### src/rtl/cam_xclk_sequencer.sv
// Glitch-free camera XCLK generator: divide ratio changes only at period boundaries; 1-cycle registered outputs.
// cfg_ready holds low while a ratio is pending. Optional XCLK_EDGE_STROBE_EN adds xclk_rise/xclk_fall strobes.
module cam_xclk_sequencer #(
  parameter int DIV_WIDTH     = 8,
  parameter int DEFAULT_DIV   = 2,
  parameter int SETTLE_CYCLES = 16
) (
  input  logic                 clock,
  input  logic                 reset,
  input  logic                 enable,
  input  logic                 cfg_valid,
  input  logic [DIV_WIDTH-1:0] cfg_div,
  output logic                 cfg_ready,
  output logic                 cfg_err,
  output logic                 xclk,
`ifdef XCLK_EDGE_STROBE_EN
  output logic                 xclk_rise,
  output logic                 xclk_fall,
`endif
  output logic                 locked
);

  localparam int PW = $clog2(SETTLE_CYCLES + 1);
  localparam logic [PW-1:0] SETTLE = PW'(SETTLE_CYCLES);

  typedef enum logic [1:0] {IDLE, HIGH, LOW} state_t;

  state_t               state, state_n;
  logic [DIV_WIDTH-1:0] cnt, cnt_n;
  logic [DIV_WIDTH-1:0] active_div, div_n;
  logic [DIV_WIDTH-1:0] pend_div, pend_n;
  logic                 pend_vld, pvld_n;
  logic                 stop, stop_n;
  logic [PW-1:0]        pcnt, pcnt_n;
  logic                 locked_n, err_n, xclk_n;
  logic                 phase_end, apply;

  assign cfg_ready = !pend_vld;
  assign phase_end = (cnt == active_div - 1'b1);

  always_ff @(posedge clock) begin
    if (!reset) begin
      state      <= IDLE;
      cnt        <= '0;
      active_div <= DIV_WIDTH'(DEFAULT_DIV);
      pend_div   <= '0;
      pend_vld   <= 1'b0;
      stop       <= 1'b0;
      pcnt       <= '0;
      locked     <= 1'b0;
      cfg_err    <= 1'b0;
      xclk       <= 1'b0;
    end else begin
      state      <= state_n;
      cnt        <= cnt_n;
      active_div <= div_n;
      pend_div   <= pend_n;
      pend_vld   <= pvld_n;
      stop       <= stop_n;
      pcnt       <= pcnt_n;
      locked     <= locked_n;
      cfg_err    <= err_n;
      xclk       <= xclk_n;
    end
  end

  always_comb begin
    state_n  = state;
    cnt_n    = cnt;
    div_n    = active_div;
    pend_n   = pend_div;
    pvld_n   = pend_vld;
    stop_n   = stop;
    pcnt_n   = pcnt;
    locked_n = locked;
    err_n    = 1'b0;
    apply    = 1'b0;

    // A zero divide is acknowledged but dropped, flagged by cfg_err.
    if (cfg_valid && !pend_vld) begin
      if (cfg_div == '0) begin
        err_n = 1'b1;
      end else begin
        pvld_n = 1'b1;
        pend_n = cfg_div;
      end
    end

    case (state)
      IDLE: begin
        apply = pend_vld;
        cnt_n = '0;
        if (enable) state_n = HIGH;
      end
      HIGH: begin
        if (!enable) begin
          stop_n   = 1'b1;
          locked_n = 1'b0;
        end
        if (phase_end) begin
          state_n = LOW;
          cnt_n   = '0;
        end else begin
          cnt_n = cnt + 1'b1;
        end
      end
      LOW: begin
        if (!enable) begin
          stop_n   = 1'b1;
          locked_n = 1'b0;
        end
        if (phase_end) begin
          // Period boundary: the only point where a running clock may stop or change ratio.
          cnt_n = '0;
          apply = pend_vld;
          if (stop || !enable) begin
            state_n  = IDLE;
            stop_n   = 1'b0;
            pcnt_n   = '0;
            locked_n = 1'b0;
          end else begin
            state_n = HIGH;
            if (pcnt != SETTLE) pcnt_n = pcnt + 1'b1;
            locked_n = (pcnt_n == SETTLE);
          end
        end else begin
          cnt_n = cnt + 1'b1;
        end
      end
      default: begin
        state_n = IDLE;
        cnt_n   = '0;
      end
    endcase

    if (apply) begin
      div_n    = pend_div;
      pvld_n   = 1'b0;
      pcnt_n   = '0;
      locked_n = 1'b0;
    end

    xclk_n = (state_n == HIGH);
  end

`ifdef XCLK_EDGE_STROBE_EN
  always_ff @(posedge clock) begin
    if (!reset) begin
      xclk_rise <= 1'b0;
      xclk_fall <= 1'b0;
    end else begin
      xclk_rise <= xclk_n & ~xclk;
      xclk_fall <= ~xclk_n & xclk;
    end
  end
`endif

endmodule

### config.mk
export PLATFORM = sky130hd
export DESIGN_NAME = cam_xclk_sequencer
export DESIGN_NICKNAME = d
export VERILOG_FILES = /design/src/rtl/cam_xclk_sequencer.sv
export SDC_FILE = /design/constraint.sdc
export NUM_CORES = 1
export LEC_CHECK = 0
export CORE_MARGIN = 2
export CORE_UTILIZATION = 40
export DETAILED_ROUTE_END_ITERATION = 6
export HOLD_SLACK_MARGIN = 0.03
export MAX_ROUTING_LAYER = met4
export SYNTH_ARGS = -nofsm -noshare
export SYNTH_HDL_FRONTEND = slang
export SYNTH_SLANG_ARGS = --single-unit
export TNS_END_PERCENT = 20
### constraint.sdc
create_clock -name clock -period 7.8 [get_ports clock]
set_input_delay 0.78 -clock clock [delete_from_list [all_inputs] [get_ports clock]]
set_output_delay 0.78 -clock clock [all_outputs]
set_load 0.01 [all_outputs]
==> results of run 1 <==
## cell families after synthesis
| group | after synthesis | share of synthesized area (%) |
|---|---|---|
| AOI/OAI and AO/OA | 36 | 14.08 |
| xor gates and xnor gates | 19 | 8.631 |
| adders and majority gates | 8 | 5.192 |
| buffers and inverters | 19 | 4.153 |
| DFF | 36 | 37.38 |
| muxes | 15 | 7.787 |
| and+or+nand+nor | 90 | 22.78 |
## worst min path at each step
stage	endpoint	slack, ps	cells past startpoint
floorplan	active_div[7]$_SDFFE_PN0P_	440	2
global placement	active_div[6]$_SDFFE_PN0P_	450	2
detailed placement	active_div[6]$_SDFFE_PN0P_	450	2
CTS	active_div[6]$_SDFFE_PN0P_	470	2
global route	active_div[5]$_SDFFE_PN0P_	490	2
finish	active_div[6]$_SDFFE_PN0P_	460	2
## critical path, cell delays in order (launching register included)
cell and delay (ps):
sky130_fd_sc_hd__dfxtp_1 360, sky130_fd_sc_hd__inv_1 80, sky130_fd_sc_hd__ha_1 200, sky130_fd_sc_hd__or3b_1 380, sky130_fd_sc_hd__or4_1 500, sky130_fd_sc_hd__a211oi_2 310, sky130_fd_sc_hd__o211ai_2 310, sky130_fd_sc_hd__or4_1 570
sky130_fd_sc_hd__a21oi_1 120
## power breakdown
part / switching, uW / internal [uW]
Sequential: 8.55 / 193
Clock: 71.1 / 94.6
Combinational: 40.7 / 33.5
Total: 120 / 321
## layer usage
| layer | GRT usage, % | up-vias |
|---|---|---|
| li1 | - | 801 |
| met1 | 18.53 | 721 |
| met2 | 23.92 | 19 |
| met3 | 4.938 | 8 |
| met4 | 4.242 | 0 |
| met5 | - | - |
## cells in the mapped netlist, types with 2 or more instances
library cell and number:
sky130_fd_sc_hd__o211ai_2 2, sky130_fd_sc_hd__o31ai_1 4, sky130_fd_sc_hd__xnor2_1 11, sky130_fd_sc_hd__nand2b_1 6, sky130_fd_sc_hd__nor3_1 3, sky130_fd_sc_hd__or4_1 5, sky130_fd_sc_hd__o21ai_0 7, sky130_fd_sc_hd__clkbuf_1 6
sky130_fd_sc_hd__ha_1 8, sky130_fd_sc_hd__nor2b_1 4, sky130_fd_sc_hd__inv_1 10, sky130_fd_sc_hd__xor2_1 8, sky130_fd_sc_hd__a21oi_1 9, sky130_fd_sc_hd__dfxtp_1 36, sky130_fd_sc_hd__nand3_1 12, sky130_fd_sc_hd__mux2i_1 15
sky130_fd_sc_hd__nand2_1 22, sky130_fd_sc_hd__nor2_1 27, sky130_fd_sc_hd__a211oi_2 2, sky130_fd_sc_hd__and3_1 4
## stage by stage
stage	instance area, um2	total power (uW)	utilization (%)
final	2218	441.4	47.28
after global placement	2107	279.4	44.91
after CTS	2218	445.3	47.28
after floorplan	1928	258.7	-
after global routing	2218	462.0	47.28
after detailed placement	2107	280.0	44.91
## cell type report
class	instances	area [um2]	area share, %
clock buffers	5	68.82	3.102
repair buffers	15	150.1	6.768
well taps	54	67.56	3.046
flip-flops and latches	36	720.7	32.49
multi-input cells	168	1127	50.82
clock inverters	3	42.54	1.918
inverters	11	41.29	1.861
## state kept, by name, summed over array words and instances (netlist names)
| name | count |
|---|---|
| cnt | 8 |
| xclk | 1 |
| active_div | 8 |
| pcnt | 5 |
| state | 2 |
| pend_vld | 1 |
| locked | 1 |
| stop | 1 |
| cfg_err | 1 |
| pend_div | 8 |
==> impl_metrics.tcl, run 1 <==
set metrics [dict create \
    status "completed" \
    synth_area_leaders "sky130_fd_sc_hd__dfxtp_1 (37%), sky130_fd_sc_hd__mux2i_1 (7.8%), sky130_fd_sc_hd__nor2_1 (5.3%)" \
    cts.path.max_buffers 2 \
    globalRouteOverflowTotal 0 \
    cts_tree "yes" \
    drt_pass1_iterations 4 \
    die_h_um 73.43 \
    rsz_0062_raised_after_global_routing "no" \
    fin_worst_setup_slack_ps 4896 \
    timing.critical_path.to_type "flip-flop" \
    clock_tree.root_cell "sky130_fd_sc_hd__clkbuf_8" \
    maxClockFrequency_mhz 344.4 \
    syn_area_um2 1928 \
    antenna_violations_before_repair 0 \
    cts_inserted_buffers 5 \
    synth_enable_flop_cells 0 \
    report.final.hold_viol_count 0 \
    worst-slew-pin-transition_ps 844.4 \
    synth_ff_type "sky130_fd_sc_hd__dfxtp_1" \
    max-slew-margin-rel_pct 43.59 \
    power.static_leakage_uw 0.0008217 \
    irDropWorstVdd_v 0.00008378 \
    syn_area_per_cell_um2 8.646 \
    gp_congestion 0.8615 \
    fin_crit_sh_pct 37.23 \
    routedLengthMet1_mm 1.916 \
    crit-reg2reg-capture "pcnt[2]$_SDFFE_PP0P_" \
    syn_inst 223 \
    worstPathMaxFanout 12 \
    criticalPathCategory "flip-flop to flip-flop" \
    core_um2 4692 \
    worstSetupStartpointType "flip-flop" \
    regToRegStartpoint "active_div[0]$_SDFFE_PN0P_" \
    via_per_instance_ratio 5.305 \
    synthDominantAreaCellType "sky130_fd_sc_hd__dfxtp_1" \
    post_cts_buffers 0 \
    post_cts_hold_buffer_count 0 \
    worstHoldPathType "flip-flop to flip-flop" \
    worst_skew_pair.late_latency_ps 290 \
    worst-endpoint-arrival_ps 3130 \
    detailedPlacementHpwl_mm 2.715 \
    synth.net_count 243 \
    num_antenna_cells 0 \
    dp_worst_setup_slack_ps 4921 \
    wl_per_cell_um 12.88 \
    final_cell_mix "sky130_fd_sc_hd__dfxtp_1 (36), sky130_fd_sc_hd__nor2_1 (27), sky130_fd_sc_hd__nand2_1 (22)" \
    areaGrowthSynthToFinish_pct 15.06 \
    route.detailed.drc 0 \
    synth_top_cell_area_share_pct 37.38 \
    totalWireLength_mm 3.762 \
    setup_viol 0 \
    buffer_ports.inserted 15 \
    die_x_um 73.43 \
    synth_warnings 0 \
    cts.htree.levels 2 \
    final_layout_size_suffix_gt1_share_pct 5.882 \
    layout_min_cycle_time_ps 2904 \
    filler_cell_count 457 \
    numPlacedInstances 284 \
    vias 1549 \
    met3RoutedLength_um 112 \
    initial_core_util_pct 41.09 \
    yosys_register_bits 36 \
    grt_usage_pct 15.13 \
    setup.worst_path.end "pcnt[2]$_SDFFE_PP0P_" \
    postCtsResizedCells 0 \
    route.antenna.remaining_nets 0 \
    top_layer_used "met4" \
    met2_length_mm 1.680 \
    layout.cells.most_common "sky130_fd_sc_hd__dfxtp_1" \
    timing.max_cap.violations 0 \
    pin_count_of_the_biggest_net_entering_global_routing 20 \
    synth_sequential_area_ratio_pct 37.38 \
    async_reset_ff_share_pct 0 \
    cts_num_sinks 36 \
    synth_cell_type_count 42 \
    grt_first_pass_wirelength_mm 6.203 \
    final.hold.worst_slack_ps 464.5 \
    cts.reportedPaths.clkPinSlew_ps 80 \
    pwr_density_cell_nw_per_um2 199.0 \
    row_count 25 \
    stdcell_count 292 \
    design.die.area_um2 5392 \
    via_count_of_the_first_global_routing_pass 1443 \
    drt_iter0_drc 59 \
    num_io_pins 16 \
    regToRegSetupSlack_ps 4900 \
    clock-skew-final_ps 6.552 \
    finalMaxSlewViolations 0 \
    setup-tns-final_ps 0 \
    critical_path_required_ps 8020 \
    reg2reg_depth 8 \
    nNetsFinal 257 \
    crit_start "active_div[0]$_SDFFE_PN0P_" \
    hp-start "pend_div[6]$_SDFFE_PN0P_" \
]
(Power assumes the default switching activity.)
==> run 2, diff against run 1 <==
==> constraint.sdc (replaced) <==
create_clock -name clock -period 2.45 [get_ports clock]
set_input_delay 0.245 -clock clock [delete_from_list [all_inputs] [get_ports clock]]
set_output_delay 0.245 -clock clock [all_outputs]
set_load 0.01 [all_outputs]
==> impl_metrics.tcl, run 2 (synthesis gave the netlist of run 1 again) <==
set metrics [dict create \
    clock_tree.root_cell "sky130_fd_sc_hd__clkbuf_8" \
    gp_congestion 0.8496 \
    design.die.area_um2 5392 \
    layout.cells.most_common "sky130_fd_sc_hd__dfxtp_1" \
    timing.max_cap.violations 0 \
    met2_length_mm 1.946 \
    worst_skew_pair.late_latency_ps 290 \
    filler_cell_count 457 \
    core_um2 4692 \
    route.antenna.remaining_nets 0 \
    fin_worst_setup_slack_ps -51.38 \
    regToRegSetupSlack_ps -50 \
    buffer_ports.inserted 15 \
    maxClockFrequency_mhz 399.8 \
    cp_peak_stage_delay_ps 540 \
    top_layer_used "met4" \
    min_path_cells 2 \
    nNetsFinal 278 \
    cts.reportedPaths.clkPinSlew_ps 80 \
    antenna_violations_before_repair 0 \
    setup_viol 16 \
    die_x_um 73.43 \
    grt_first_pass_wirelength_mm 6.768 \
    timing.critical_path.to_type "flip-flop" \
    wl_per_cell_um 13.05 \
    crit_start "active_div[0]$_SDFFE_PN0P_" \
    worst-endpoint-arrival_ps 2720 \
    worstPathCellList "buf_4 -> or4_4 -> or3_4 -> a211oi_4 -> o211ai_2 -> buf_6 -> o21ai_4 -> buf_12 -> mux2i_1" \
    clock-skew-final_ps 5.404 \
    max-slew-margin-rel_pct 46.33 \
    rsz_0062_raised_after_global_routing "yes" \
    post_cts_hold_buffer_count 0 \
    criticalPathCategory "flip-flop to flip-flop" \
    globalRouteOverflowTotal 0 \
    status "complete, but fails checks" \
    detailedPlacementHpwl_mm 2.899 \
    cp_slowest_cell "sky130_fd_sc_hd__or4_4" \
    layout_min_cycle_time_ps 2501 \
    crit-reg2reg-capture "active_div[6]$_SDFFE_PN0P_" \
    drt_iter0_drc 80 \
    worstPathMaxFanout 8 \
    cts_tree "yes" \
    fin_crit_sh_pct 102.1 \
    critical_path_required_ps 2670 \
    worstHoldPathType "flip-flop to flip-flop" \
    cts_num_sinks 36 \
    pin_count_of_the_biggest_net_entering_global_routing 20 \
    totalWireLength_mm 4.084 \
    finalMaxSlewViolations 0 \
    reg2reg_depth 9 \
    hp-start "pend_div[0]$_SDFFE_PN0P_" \
    final_cell_mix "sky130_fd_sc_hd__dfxtp_1 (34), sky130_fd_sc_hd__nor2_1 (26), sky130_fd_sc_hd__nand2_1 (22)" \
    report.final.hold_viol_count 0 \
    power.static_leakage_uw 0.0009475 \
    cts_inserted_buffers 5 \
    worst-slew-pin-transition_ps 803.5 \
    num_io_pins 16 \
    multi_input_comb_area_um2 1192 \
    final_layout_size_suffix_gt1_share_pct 18.15 \
    dp_worst_setup_slack_ps -100.8 \
    area.sequential_um2 723.2 \
    met3RoutedLength_um 79 \
    via_per_instance_ratio 5.182 \
    layout.core_utilization_pct 52.69 \
    drt_pass1_iterations 4 \
    grt_usage_pct 16.64 \
    cts.path.max_buffers 2 \
    route.detailed.drc 0 \
    vias 1622 \
    timing.hold.worst_endpoint "active_div[0]$_SDFFE_PN0P_" \
    via_count_of_the_first_global_routing_pass 1517 \
    worstSetupStartpointType "flip-flop" \
    pwr_density_cell_nw_per_um2 601.3 \
    die_h_um 73.43 \
    areaGrowthSynthToFinish_pct 28.23 \
    failed_checks "negative setup slack" \
    regToRegStartpoint "active_div[0]$_SDFFE_PN0P_" \
    cts.htree.levels 2 \
    initial_core_util_pct 41.09 \
    row_count 25 \
    top_regs "active_div: 8 flops, cnt: 8 flops, pend_div: 8 flops" \
    routedLengthMet1_mm 1.999 \
    num_antenna_cells 0 \
    irDropWorstVdd_v 0.0003272 \
]
## run 2: layout make-up
cell class | count | share of cell area [%]
multi-input cells | 168 | 48.23
flip-flops and latches | 36 | 29.25
repair buffers | 36 | 13.61
clock buffers | 5 | 2.783
well taps | 54 | 2.733
clock inverters | 3 | 1.721
inverters | 11 | 1.670
## run 2: critical path, delay by kind of cell (launching register included)
kind,cells,cell delay (ps)
flip-flops,1,330
AND/OR/NAND/NOR,2,890
buffers and inverters,3,440
AO/OA/AOI/OAI,3,590
multiplexers,1,180
## run 2: worst max path at each step
stage	end	slack [ps]	cells after the start
after global placement	cnt[0]$_SDFF_PP0_	-50	11
after global routing	active_div[7]$_SDFFE_PN0P_	-180	10
final	active_div[6]$_SDFFE_PN0P_	-50	9
after CTS	pcnt[2]$_SDFFE_PP0P_	-100	8
after floorplan	active_div[0]$_SDFFE_PN0P_	8	9
after detailed placement	cnt[3]$_SDFF_PP0_	-100	11
## run 2: metrics by stage
stage	TNS, ps	instance area (um2)	total power, uW	std cells	hold WS, ps
2_1_floorplan	0	1928	823.5	223	381.0
3_3_place_gp	-665.3	2252	936.4	300	450.3
3_5_place_dp	-1498	2252	938.6	300	460.2
4_1_cts	-1149	2416	1485	312	463.8
5_1_grt	-3044	2472	1570	313	478.1
6_report	-402.3	2472	1487	313	453.7
## run 2: layer usage
| metal | vias to the layer above | global-route usage [%] |
|---|---|---|
| li1 | 845 | - |
| met3 | 6 | 4.527 |
| met2 | 12 | 24.92 |
| met4 | 0 | 5.859 |
| met5 | - | - |
| met1 | 759 | 21.60 |
## run 2: where the power goes
| group | internal [uW] | total (uW) | switching [uW] |
|---|---|---|---|
| clock network | 301 | 524 | 223 |
| logic | 167 | 323 | 156 |
| registers | 615 | 639 | 24.5 |
| total | 1080 | 1490 | 404 |
## run 2: repair_timing
action	CTS	global route
buffers inserted	4	1
resized for setup	6	11
endpoints found under the setup margin	24	27
pin swaps	8	6
